### config.mk
export PLATFORM = sky130hd
export DESIGN_NAME = adc_acq_sequencer
export DESIGN_NICKNAME = d
export VERILOG_FILES = /design/src/rtl/adc_acq_sequencer.sv
export SDC_FILE = /design/constraint.sdc
export NUM_CORES = 1
export LEC_CHECK = 0
export CORE_ASPECT_RATIO = 0.8
export CORE_MARGIN = 10
export CORE_UTILIZATION = 35
export DETAILED_ROUTE_END_ITERATION = 8
export PLACE_DENSITY = 0.61
export SETUP_SLACK_MARGIN = 0.3
export SYNTH_ARGS = -nofsm -noshare
export SYNTH_HDL_FRONTEND = slang
export SYNTH_SLANG_ARGS = --single-unit
### constraint.sdc
create_clock -name clock_40MHz -period 5.2 [get_ports clock_40MHz]
set_input_delay 0.52 -clock clock_40MHz [delete_from_list [all_inputs] [get_ports clock_40MHz]]
set_output_delay 0.52 -clock clock_40MHz [all_outputs]
set_load 0.01 [all_outputs]
### src/rtl/adc_acq_sequencer.sv
// ADC acquisition sequencer: on a start pulse, waits out the conversion time,
// then reads N_CH channels over the parallel ADC bus. Each sample is handed to
// the consumer with a valid/ready handshake. Frame completion and overruns
// are reported.
module adc_acq_sequencer #(
    parameter int N_CH      = 8,
    parameter int DATA_W    = 18,
    parameter int CONV_WAIT = 24,
    parameter int RD_CYCLES = 2
) (
    input  logic              clock_40MHz,
    input  logic              reset_n,
    input  logic              ADCs_start_conv,
    input  logic              acq_enable,
    input  logic              adc_busy,
    input  logic [DATA_W-1:0] adc_data,
    output logic              adc_cs_n,
    output logic              adc_rd_n,
    output logic [DATA_W-1:0] sample_data,
    output logic [3:0]        sample_channel,
    output logic              sample_valid,
    input  logic              sample_ready,
    output logic              frame_done,
    output logic [31:0]       frame_count,
    output logic              overrun,
    input  logic              overrun_clr
);

    localparam int WAIT_W = (CONV_WAIT < 2) ? 1 : $clog2(CONV_WAIT + 1);

    typedef enum logic [2:0] {
        IDLE,
        WAIT_CONV,
        READ,
        LATCH,
        OUTPUT,
        DONE
    } state_t;

    state_t            state;
    logic              busy_meta;
    logic              busy_sync;
    logic [WAIT_W-1:0] wait_cnt;
    logic [3:0]        rd_cnt;
    logic [3:0]        chan;

    // Two-flop synchronizer for the asynchronous ADC busy line
    always_ff @(posedge clock_40MHz or negedge reset_n) begin
        if (!reset_n) begin
            busy_meta <= 1'b0;
            busy_sync <= 1'b0;
        end else begin
            busy_meta <= adc_busy;
            busy_sync <= busy_meta;
        end
    end

    // Sequencer FSM with registered bus strobes, sample handshake and status
    always_ff @(posedge clock_40MHz or negedge reset_n) begin
        if (!reset_n) begin
            state          <= IDLE;
            wait_cnt       <= '0;
            rd_cnt         <= '0;
            chan           <= '0;
            adc_cs_n       <= 1'b1;
            adc_rd_n       <= 1'b1;
            sample_data    <= '0;
            sample_channel <= '0;
            sample_valid   <= 1'b0;
            frame_done     <= 1'b0;
            frame_count    <= '0;
            overrun        <= 1'b0;
        end else begin
            frame_done <= 1'b0;

            // A start pulse outside IDLE is dropped but flagged; set beats clear
            if (ADCs_start_conv && (state != IDLE)) begin
                overrun <= 1'b1;
            end else if (overrun_clr) begin
                overrun <= 1'b0;
            end

            case (state)
                IDLE: begin
                    if (ADCs_start_conv && acq_enable) begin
                        // The start cycle itself counts as the first waited cycle
                        wait_cnt <= WAIT_W'(1);
                        chan     <= '0;
                        state    <= WAIT_CONV;
                    end
                end
                WAIT_CONV: begin
                    if ((wait_cnt >= WAIT_W'(CONV_WAIT)) && !busy_sync) begin
                        adc_cs_n <= 1'b0;
                        adc_rd_n <= 1'b0;
                        rd_cnt   <= '0;
                        state    <= READ;
                    end else if (wait_cnt < WAIT_W'(CONV_WAIT)) begin
                        wait_cnt <= wait_cnt + WAIT_W'(1);
                    end
                end
                READ: begin
                    if (rd_cnt == 4'(RD_CYCLES - 1)) begin
                        sample_data    <= adc_data;
                        sample_channel <= chan;
                        adc_rd_n       <= 1'b1;
                        state          <= LATCH;
                    end else begin
                        rd_cnt <= rd_cnt + 4'd1;
                    end
                end
                LATCH: begin
                    sample_valid <= 1'b1;
                    state        <= OUTPUT;
                end
                OUTPUT: begin
                    if (sample_ready) begin
                        sample_valid <= 1'b0;
                        if (chan < 4'(N_CH - 1)) begin
                            chan     <= chan + 4'd1;
                            rd_cnt   <= '0;
                            adc_rd_n <= 1'b0;
                            state    <= READ;
                        end else begin
                            adc_cs_n    <= 1'b1;
                            frame_done  <= 1'b1;
                            frame_count <= frame_count + 32'd1;
                            state       <= DONE;
                        end
                    end
                end
                DONE: begin
                    state <= IDLE;
                end
                default: begin
                    state <= IDLE;
                end
            endcase
        end
    end

endmodule

==> results.sh, run 1 <==
export IMPL_outcome="finished clean"
export IMPL_design_portCount=84
export IMPL_dp_slack_ns=2.66
export IMPL_first_iter_violations=141
export IMPL_drive_gt1_share_pct=12.9
export IMPL_hold_path_class="in2async"
export IMPL_rows=32
export IMPL_ctsHoldBuffers=0
export IMPL_timing_final_hold_violations=0
export IMPL_synth_edf_count=0
export IMPL_worst_pin_slew_ns=1.12
export IMPL_grt_pass1_wl_mm=13.5
export IMPL_timing_critical_path_required_ns=5.41
export IMPL_fin_nets=414
export IMPL_fmax_mhz=397
export IMPL_post_cts_buffers=0
export IMPL_period_share_pct=48.4
export IMPL_grt_pass1_vias=2640
export IMPL_htreeDepth=3
export IMPL_cap_violations=0
export IMPL_criticalPathCategory="reg2reg"
export IMPL_coreArea_sq_mm=0.00965
export IMPL_async_flop_share_pct=100
export IMPL_cts_made_buffers=9
export IMPL_via_per_inst=4.83
export IMPL_fin_cells=524
export IMPL_layout_setup_ws_ns=2.68
export IMPL_globalplace_congestion=0.788
export IMPL_antenna_left=0
export IMPL_dieArea_sq_mm=0.0143
export IMPL_grt_use_total_pct=11.5
export IMPL_ys_flop_type="dfrtp_1"
export IMPL_end_kind="register"
export IMPL_cp_max_fo=24
export IMPL_powerDensity_mw_per_mm2=364
export IMPL_leakagePower_nw=2.11
export IMPL_layout_commonest_cell="clkdlybuf4s50_1"
export IMPL_syn_nets=327
export IMPL_design_area_sq_mm=0.00475
export IMPL_layout_common_cells="clkdlybuf4s50_1, dfrtp_1, nand2_1, mux2_2, xor2_1"
export IMPL_fin_worst_skew_ns=0.00765
export IMPL_area_growth_pct=36.6
export IMPL_grt_max_degree=78
export IMPL_clock_sinks=77
export IMPL_holdWs_ns=0.335
export IMPL_syn_area_per_cell_sq_um=11.7
export IMPL_ys_warn_count=0
export IMPL_insertedDiodeCount=0
export IMPL_wirelength_mm=7.99
export IMPL_fin_setup_tns_ns=0
export IMPL_wire_per_inst_um=15.2
export IMPL_syn_inst=296
export IMPL_drv_slew=0
export IMPL_cts_root_buffer="clkbuf_16"
export IMPL_placed_cell_area_sq_mm=0.00443
export IMPL_netlist_area_sq_mm=0.00348
export IMPL_antenna_found_initial=0
export IMPL_cts_tree="done"
export IMPL_cp_data_arrival_time_ns=2.73
export IMPL_cts_resized_gates=0
export IMPL_dp_hpwl_mm=5.71
export IMPL_die_y_um=109
export IMPL_dp_cells=508
export IMPL_yosysUniqueCellTypes=44
export IMPL_path_clk_slew_ns=0.06
export IMPL_drtPass1Iterations=4
export IMPL_worstSkewPairLatency_ns=0.33
export IMPL_synth_seq_area_share_pct=55.5
export IMPL_grt_overflow=0
export IMPL_ys_ff_latch=77
export IMPL_peakVddDrop_v=0.000161
export IMPL_rsz0062_at_grt="false"
export IMPL_startpoint_type="register"
export IMPL_cts_buffer_depth=2
export IMPL_finalSetupViolCount=0
export IMPL_portBuffers=83
export IMPL_fp_dieW_um=131
export IMPL_vias=2530
export IMPL_slew_limit_headroom_pct=25.5
export IMPL_start_util_pct=36.0
export IMPL_drc=0
export IMPL_min_period_ns=2.52
[sequential cells by signal, summed over array words and instances (netlist names)]
name            count
frame_count        32
sample_data        18
wait_cnt            5
chan                4
rd_cnt              4
sample_channel      4
state               3
adc_cs_n            1
adc_rd_n            1
busy_meta           1
busy_sync           1
frame_done          1
overrun             1
sample_valid        1
[routing by layer]
metal  up-vias  routed length (um)  GRT usage [%]
met2        67                3270           16.1
met5         -                   0              0
li1       1232                   -              -
met3         6                 491           4.41
met4         0                  92           3.96
met1      1225                4130           15.8
[cells by family after synthesis]
kind of cell / share of synthesized area [%]
AOI/OAI and AO/OA: 5.72
muxes: 7.70
buffers and inverters: 2.70
and+or+nand+nor: 17.6
adders and majority gates: 2.16
DFF: 55.5
xor gates and xnor gates: 8.57
[area by class of cell]
type	instances	area, sq um
multi-input combinational	199	1450
timing repair buffer	84	836
fill	884	4900
sequential	77	1930
inverter	12	45.0
tap	136	170
clock inverter	6	86.3
clock buffer	10	229
[through the flow]
step | power (mW) | util (%)
after floorplan | 0.928 | -
after global placement | 1.07 | 45.9
after detailed placement | 1.08 | 45.9
after CTS | 1.75 | 49.2
after global routing | 1.82 | 49.2
final | 1.73 | 49.2
[final timing paths]
kind	start	to	slack [ns]	cells past startpoint
worst max register to register	state[1]$_DFFE_PN0P_	sample_data[5]$_DFFE_PN0P_	2.68	3
min in group clock_40MHz	busy_meta$_DFF_PN0_	busy_sync$_DFF_PN0_	0.35	0
max in group asynchronous	reset_n	busy_meta$_DFF_PN0_	4.24	1
worst min register to register	busy_meta$_DFF_PN0_	busy_sync$_DFF_PN0_	0.35	0
worst min-delay path	reset_n	frame_count[30]$_DFFE_PN0P_	0.33	1
worst max-delay path	state[1]$_DFFE_PN0P_	sample_data[5]$_DFFE_PN0P_	2.68	3
[cells in the mapped netlist, drive strengths merged (2+ instances only)]
library cell   n  area share (%)
and4           4             1.0
xnor2         14             3.5
nand2         22             2.4
and3           5            0.94
mux2          22             7.1
nor3          10             1.4
mux2i          2            0.58
o31ai          2            0.43
o22ai          2            0.36
o21ai          7             1.0
dfstp          2             1.5
nand3         14             2.0
inv           12             1.3
a22o           3            0.76
a21o           2            0.43
dfrtp         75              54
xor2          20             5.0
nand4b         2            0.68
nor3b          3            0.65
nor2          15             1.6
ha             6             2.2
buf            2            0.76
o211ai         2            0.43
clkbuf         6            0.65
nand4         11             2.0
nor4          11             2.8
a21oi          7             1.0
[power by group]
group          internal (mW)  total [mW]  switching (mW)
registers              0.678       0.747          0.0689
clock network          0.420       0.665           0.245
logic                  0.177       0.318           0.142
total                   1.27        1.73           0.455
[critical path, cell delays in order, from the launching register on]
cell and delay [ns]:
dfrtp_1 0.54, nor3b_1 0.40, nand3_1 0.87, mux2_2 0.59
(Power assumes the default switching activity.)
==> inputs of run 2 (changes only) <==
==> constraint.sdc (replaced) <==
create_clock -name clock_40MHz -period 2.4 [get_ports clock_40MHz]
set_input_delay 0.24 -clock clock_40MHz [delete_from_list [all_inputs] [get_ports clock_40MHz]]
set_output_delay 0.24 -clock clock_40MHz [all_outputs]
set_load 0.01 [all_outputs]
==> results.sh, run 2 (same netlist as run 1, synthesis figures left out) <==
export IMPL_start_util_pct=36.0
export IMPL_hold_start="adc_busy"
export IMPL_post_cts_buffers=0
export IMPL_area_growth_pct=37.6
export IMPL_worstPathCellList="ha_1 -> a21oi_1 -> nor2_1 -> mux2_2"
export IMPL_period_share_pct=82.3
export IMPL_cts_buffer_depth=2
export IMPL_clock_sinks=77
export IMPL_via_per_inst=4.83
export IMPL_criticalPathCategory="reg2reg"
export IMPL_globalplace_congestion=0.790
export IMPL_antenna_left=0
export IMPL_peakVddDrop_v=0.000366
export IMPL_rows=32
export IMPL_top_regs="frame_count (32), sample_data (18), wait_cnt (5)"
export IMPL_timing_critical_path_required_ns=2.61
export IMPL_fin_setup_tns_ns=0
export IMPL_wirelength_mm=7.97
export IMPL_htreeDepth=3
export IMPL_critical_path_top_delay_family="compound AO/OA/AOI/OAI gates"
export IMPL_vias=2561
export IMPL_worstSkewPairLatency_ns=0.33
export IMPL_whs_endpoint="busy_meta$_DFF_PN0_"
export IMPL_cp_depth=4
export IMPL_drtPass1Iterations=4
export IMPL_r2r_start="chan[0]$_DFFE_PN0P_"
export IMPL_fp_dieW_um=131
export IMPL_switching_power_mw=0.959
export IMPL_grt_pass1_wl_mm=13.6
export IMPL_timing_rr_end="frame_count[1]$_DFFE_PN0P_"
export IMPL_layout_commonest_cell="clkdlybuf4s50_1"
export IMPL_p_int_mw=2.58
export IMPL_first_iter_violations=177
export IMPL_timing_final_hold_violations=0
export IMPL_worst_pin_slew_ns=0.623
export IMPL_dieArea_sq_mm=0.0143
export IMPL_insertedDiodeCount=0
export IMPL_grt_overflow=0
export IMPL_die_y_um=109
export IMPL_cp_data_arrival_time_ns=2.19
export IMPL_largest_reg_flops=32
export IMPL_r2r_slack_ns=0.42
export IMPL_powerDensity_mw_per_mm2=741
export IMPL_cts_tree="done"
export IMPL_antenna_found_initial=0
export IMPL_path_clk_slew_ns=0.06
export IMPL_fin_worst_skew_ns=0.00539
export IMPL_path_buf_inv=0
export IMPL_p_seq_share_pct=45.8
export IMPL_worst_path_max_delay_cell="a21oi_1"
export IMPL_dp_hpwl_mm=5.71
export IMPL_finalPower_mw=3.54
export IMPL_hold_path_class="in2reg"
export IMPL_largest_register="frame_count"
export IMPL_drc=0
export IMPL_drive_gt1_share_pct=14.7
export IMPL_cp_max_fo=9
export IMPL_design_portCount=84
export IMPL_power_frac_comb_pct=19.7
export IMPL_min_period_ns=1.98
export IMPL_max_stage_delay_ns=0.53
export IMPL_wire_per_inst_um=15.0
export IMPL_cts_made_buffers=9
export IMPL_layout_common_cells="clkdlybuf4s50_1, dfrtp_1, nand2_1, mux2_2, xor2_1"
export IMPL_clkPwrFrac_pct=34.5
export IMPL_fin_nets=420
export IMPL_end_kind="register"
export IMPL_drv_slew=0
export IMPL_reg2reg_depth=4
export IMPL_cap_violations=0
export IMPL_leakagePower_nw=2.12
export IMPL_slew_limit_headroom_pct=58.5
export IMPL_rsz0062_at_grt="true"
export IMPL_grt_pass1_vias=2531
export IMPL_swShare_pct=27.1
export IMPL_coreArea_sq_mm=0.00965
export IMPL_holdWs_ns=0.349
export IMPL_grt_max_degree=78
export IMPL_cts_root_buffer="clkbuf_16"
export IMPL_startpoint_type="register"
export IMPL_finalSetupViolCount=0
export IMPL_min_delay_path_depth=1
export IMPL_fmax_mhz=506
export IMPL_portBuffers=83
export IMPL_outcome="finished clean"
export IMPL_crit_start="chan[0]$_DFFE_PN0P_"
export IMPL_grt_use_total_pct=11.4
## run 2: cell types whose count changed in the layout (fill, tap and decap cells not counted), moves of 2 or more
cell | before | now
buf_4 | 2 | 6
bufinv_16 | 2 | 0
nor4_1 | 9 | 7
nor4_2 | 0 | 2
## run 2: how the worst max path moves through the flow
stage | end | slack (ns)
4_1_cts | frame_count[28]$_DFFE_PN0P_ | 0.44
5_1_grt | frame_count[1]$_DFFE_PN0P_ | 0.28
3_3_place_gp | frame_count[31]$_DFFE_PN0P_ | 0.41
3_5_place_dp | frame_count[31]$_DFFE_PN0P_ | 0.40
2_1_floorplan | frame_count[25]$_DFFE_PN0P_ | 0.56
6_report | frame_count[1]$_DFFE_PN0P_ | 0.42
## run 2: layout make-up
type | count | area [sq um]
fill | 884 | 4870
sequential | 77 | 1930
multi-input combinational | 199 | 1470
timing repair buffer | 90 | 896
clock buffer | 12 | 246
tap | 136 | 170
inverter | 12 | 45.0
clock inverter | 4 | 23.8
## run 2: through the flow
stage	worst slack (ns)	cell area, sq um	utilization [%]	instances
5_1_grt	0.277	4780	49.6	530
3_3_place_gp	0.410	4480	46.5	513
6_report	0.425	4780	49.6	530
4_1_cts	0.436	4760	49.4	530
2_1_floorplan	0.559	3480	-	296
3_5_place_dp	0.401	4480	46.5	513
## run 2: what timing repair did
item	4_1_cts	5_1_grt
resized for setup	0	4
endpoints found under the hold margin	75	0
hold buffers	1	0
setup endpoints to repair	0	5
## run 2: layer usage
layer	global-route usage [%]	routed length [um]
met5	0	0
met4	3.80	63
met3	4.55	553
met2	15.7	3330
met1	15.9	4030
## run 2: worst register-to-register path, stage by stage (launching register included)
cell	delay [ns]
dfrtp_1	0.43
ha_1	0.25
a21oi_1	0.53
nor2_1	0.32
mux2_2	0.34
## run 2: power by group through the flow
| stage | combinational (mW) | sequential (mW) | clock (mW) |
|---|---|---|---|
| floorplan | 0.379 | 1.63 | 0 |
| global placement | 0.686 | 1.63 | 0 |
| detailed placement | 0.705 | 1.64 | 0 |
| CTS | 0.711 | 1.62 | 1.27 |
| global route | 0.787 | 1.65 | 1.33 |
| finish | 0.697 | 1.62 | 1.22 |
==> inputs of run 3 (changes only) <==
--- a/config.mk
+++ b/config.mk
@@ -9,7 +9,7 @@
 export CORE_MARGIN = 10
 export CORE_UTILIZATION = 35
 export DETAILED_ROUTE_END_ITERATION = 8
-export PLACE_DENSITY = 0.61
+export PLACE_DENSITY = 0.63
 export SETUP_SLACK_MARGIN = 0.3
 export SYNTH_ARGS = -nofsm -noshare
 export SYNTH_HDL_FRONTEND = slang
==> constraint.sdc (replaced) <==
create_clock -name clock_40MHz -period 1.7 [get_ports clock_40MHz]
set_input_delay 0.17 -clock clock_40MHz [delete_from_list [all_inputs] [get_ports clock_40MHz]]
set_output_delay 0.17 -clock clock_40MHz [all_outputs]
set_load 0.01 [all_outputs]
==> results.sh, run 3 (same netlist as run 1, synthesis figures left out) <==
export IMPL_grt_use_total_pct=13.7
export IMPL_finalSetupViolCount=13
export IMPL_start_util_pct=36.0
export IMPL_fin_cells=608
export IMPL_first_iter_violations=183
export IMPL_portBuffers=83
export IMPL_dp_slack_ns=-0.158
export IMPL_htreeDepth=3
export IMPL_leakagePower_nw=3.30
export IMPL_antenna_left=0
export IMPL_layout_common_cells="dfrtp_1, buf_4, dlygate4sd2_1"
export IMPL_grt_use_met3_pct=4.00
export IMPL_met1_usage_pct=18.2
export IMPL_rsz0062_at_grt="true"
export IMPL_peakVddDrop_v=0.000618
export IMPL_timing_critical_path_required_ns=1.96
export IMPL_num_fill_cells=723
export IMPL_wirelength_mm=10.2
export IMPL_cp_data_arrival_time_ns=2.03
export IMPL_outcome="finished with violations"
export IMPL_design_portCount=84
export IMPL_grt_max_degree=34
export IMPL_area_growth_pct=75.7
export IMPL_cts_root_buffer="clkbuf_16"
export IMPL_antenna_found_initial=0
export IMPL_reg2reg_depth=6
export IMPL_holdWs_ns=0.275
export IMPL_cts_made_buffers=9
export IMPL_via_per_inst=4.92
export IMPL_cp_max_fo=5
export IMPL_fin_nets=499
export IMPL_grt_overflow=0
export IMPL_vias=2989
export IMPL_grt_use_met2_pct=21.5
export IMPL_globalplace_congestion=0.771
export IMPL_period_share_pct=104
export IMPL_largest_register="frame_count"
export IMPL_cts_buffer_depth=2
export IMPL_cap_violations=0
export IMPL_whs_endpoint="busy_meta$_DFF_PN0_"
export IMPL_worstSkewPairLatency_ns=0.33
export IMPL_top_regs="frame_count (32), sample_data (18), wait_cnt (5)"
export IMPL_slew_limit_headroom_pct=67.0
export IMPL_r2r_start="frame_count[13]$_DFFE_PN0P_"
export IMPL_rows=32
export IMPL_layout_setup_ws_ns=-0.0715
export IMPL_drtPass1Iterations=4
export IMPL_largest_reg_flops=32
export IMPL_path_clk_slew_ns=0.06
export IMPL_drive_gt1_share_pct=40.5
export IMPL_dp_hpwl_mm=6.32
export IMPL_timing_final_hold_violations=0
export IMPL_cts_tree="done"
export IMPL_fin_setup_tns_ns=-0.430
export IMPL_drc=0
export IMPL_grt_pass1_vias=3091
export IMPL_grt_pass1_wl_mm=16.1
export IMPL_startpoint_type="register"
export IMPL_end_kind="register"
export IMPL_fp_dieW_um=131
export IMPL_insertedDiodeCount=0
export IMPL_dp_cells=548
export IMPL_fin_worst_skew_ns=0.00790
export IMPL_r2r_slack_ns=-0.07
export IMPL_hold_path_class="in2reg"
export IMPL_min_delay_path_depth=1
export IMPL_grt_busiest_layer="met2"
export IMPL_powerDensity_mw_per_mm2=931
export IMPL_min_period_ns=1.77
export IMPL_worst_pin_slew_ns=0.490
export IMPL_criticalPathCategory="reg2reg"
export IMPL_layout_commonest_cell="dfrtp_1"
export IMPL_drv_slew=0
export IMPL_dieArea_sq_mm=0.0143
export IMPL_coreArea_sq_mm=0.00965
export IMPL_die_y_um=109
export IMPL_timing_rr_end="frame_count[25]$_DFFE_PN0P_"
export IMPL_clock_sinks=77
export IMPL_hold_start="adc_busy"
export IMPL_wire_per_inst_um=16.8
export IMPL_violations="setup timing"
export IMPL_fmax_mhz=564
## run 3: cell count changes in the layout (fill, tap and decap cells not counted), sizes merged, moves of 2 or more
cell	change
buf	+78
clkdlybuf4s50	-58
dlygate4sd2	+45
dlymetal6s2s	+13
clkbuf	-3
clkinvlp	+2
## run 3: critical path, cell delays in order, from the launching register on
cell and delay [ns]:
dfrtp_1 0.34, and4_1 0.22, or4b_4 0.51, buf_8 0.17
buf_6 0.13, nor4_4 0.14, xor2_1 0.17
## run 3: area by class of cell
cell class              count  area (sq um)  area share (%)
clock inverters             6          38.8           0.635
clock buffers               9           225            3.69
well taps                 136           170            2.79
repair buffers            168          1660            27.2
multi-input cells         200          2030            33.3
inverters                  12          45.0           0.737
flip-flops and latches     77          1930            31.6
## run 3: through the flow
stage / cell area (sq um) / power [mW] / util [%]
after floorplan: 3650 / 2.92 / -
after global placement: 4880 / 3.36 / 50.6
after detailed placement: 4880 / 3.41 / 50.6
after CTS: 5750 / 5.55 / 59.6
after global routing: 6110 / 5.96 / 63.3
final: 6110 / 5.69 / 63.3
## run 3: worst max path at each step
stage / end / slack (ns) / start
after floorplan: frame_count[28]$_DFFE_PN0P_ / -0.08 / frame_count[10]$_DFFE_PN0P_
after global placement: frame_count[29]$_DFFE_PN0P_ / -0.11 / sample_ready
after detailed placement: frame_count[31]$_DFFE_PN0P_ / -0.16 / sample_ready
after CTS: frame_count[26]$_DFFE_PN0P_ / -0.06 / frame_count[10]$_DFFE_PN0P_
after global routing: frame_count[25]$_DFFE_PN0P_ / -0.18 / frame_count[10]$_DFFE_PN0P_
final: frame_count[25]$_DFFE_PN0P_ / -0.07 / frame_count[13]$_DFFE_PN0P_
## run 3: layer usage
layer / vias up / wire, um
li1: 1410 / -
met1: 1495 / 4840
met2: 70 / 4820
met3: 14 / 428
met4: 0 / 117
met5: - / 0
## run 3: timing repair
action,4_1_cts,5_1_grt
gates cloned,5,0
pin swaps,51,40
hold buffers,1,0
endpoints found under the hold margin,28,0
endpoints found under the setup margin,108,84
buffers inserted,22,17
resized for setup,126,54
## run 3: power by group
part / total (mW) / leakage (nW) / internal, mW / switching [mW]
combinational: 1.69 / 2.19 / 0.949 / 0.741
sequential: 2.26 / 0.980 / 2.08 / 0.190
clock: 1.73 / 0.127 / 0.976 / 0.756
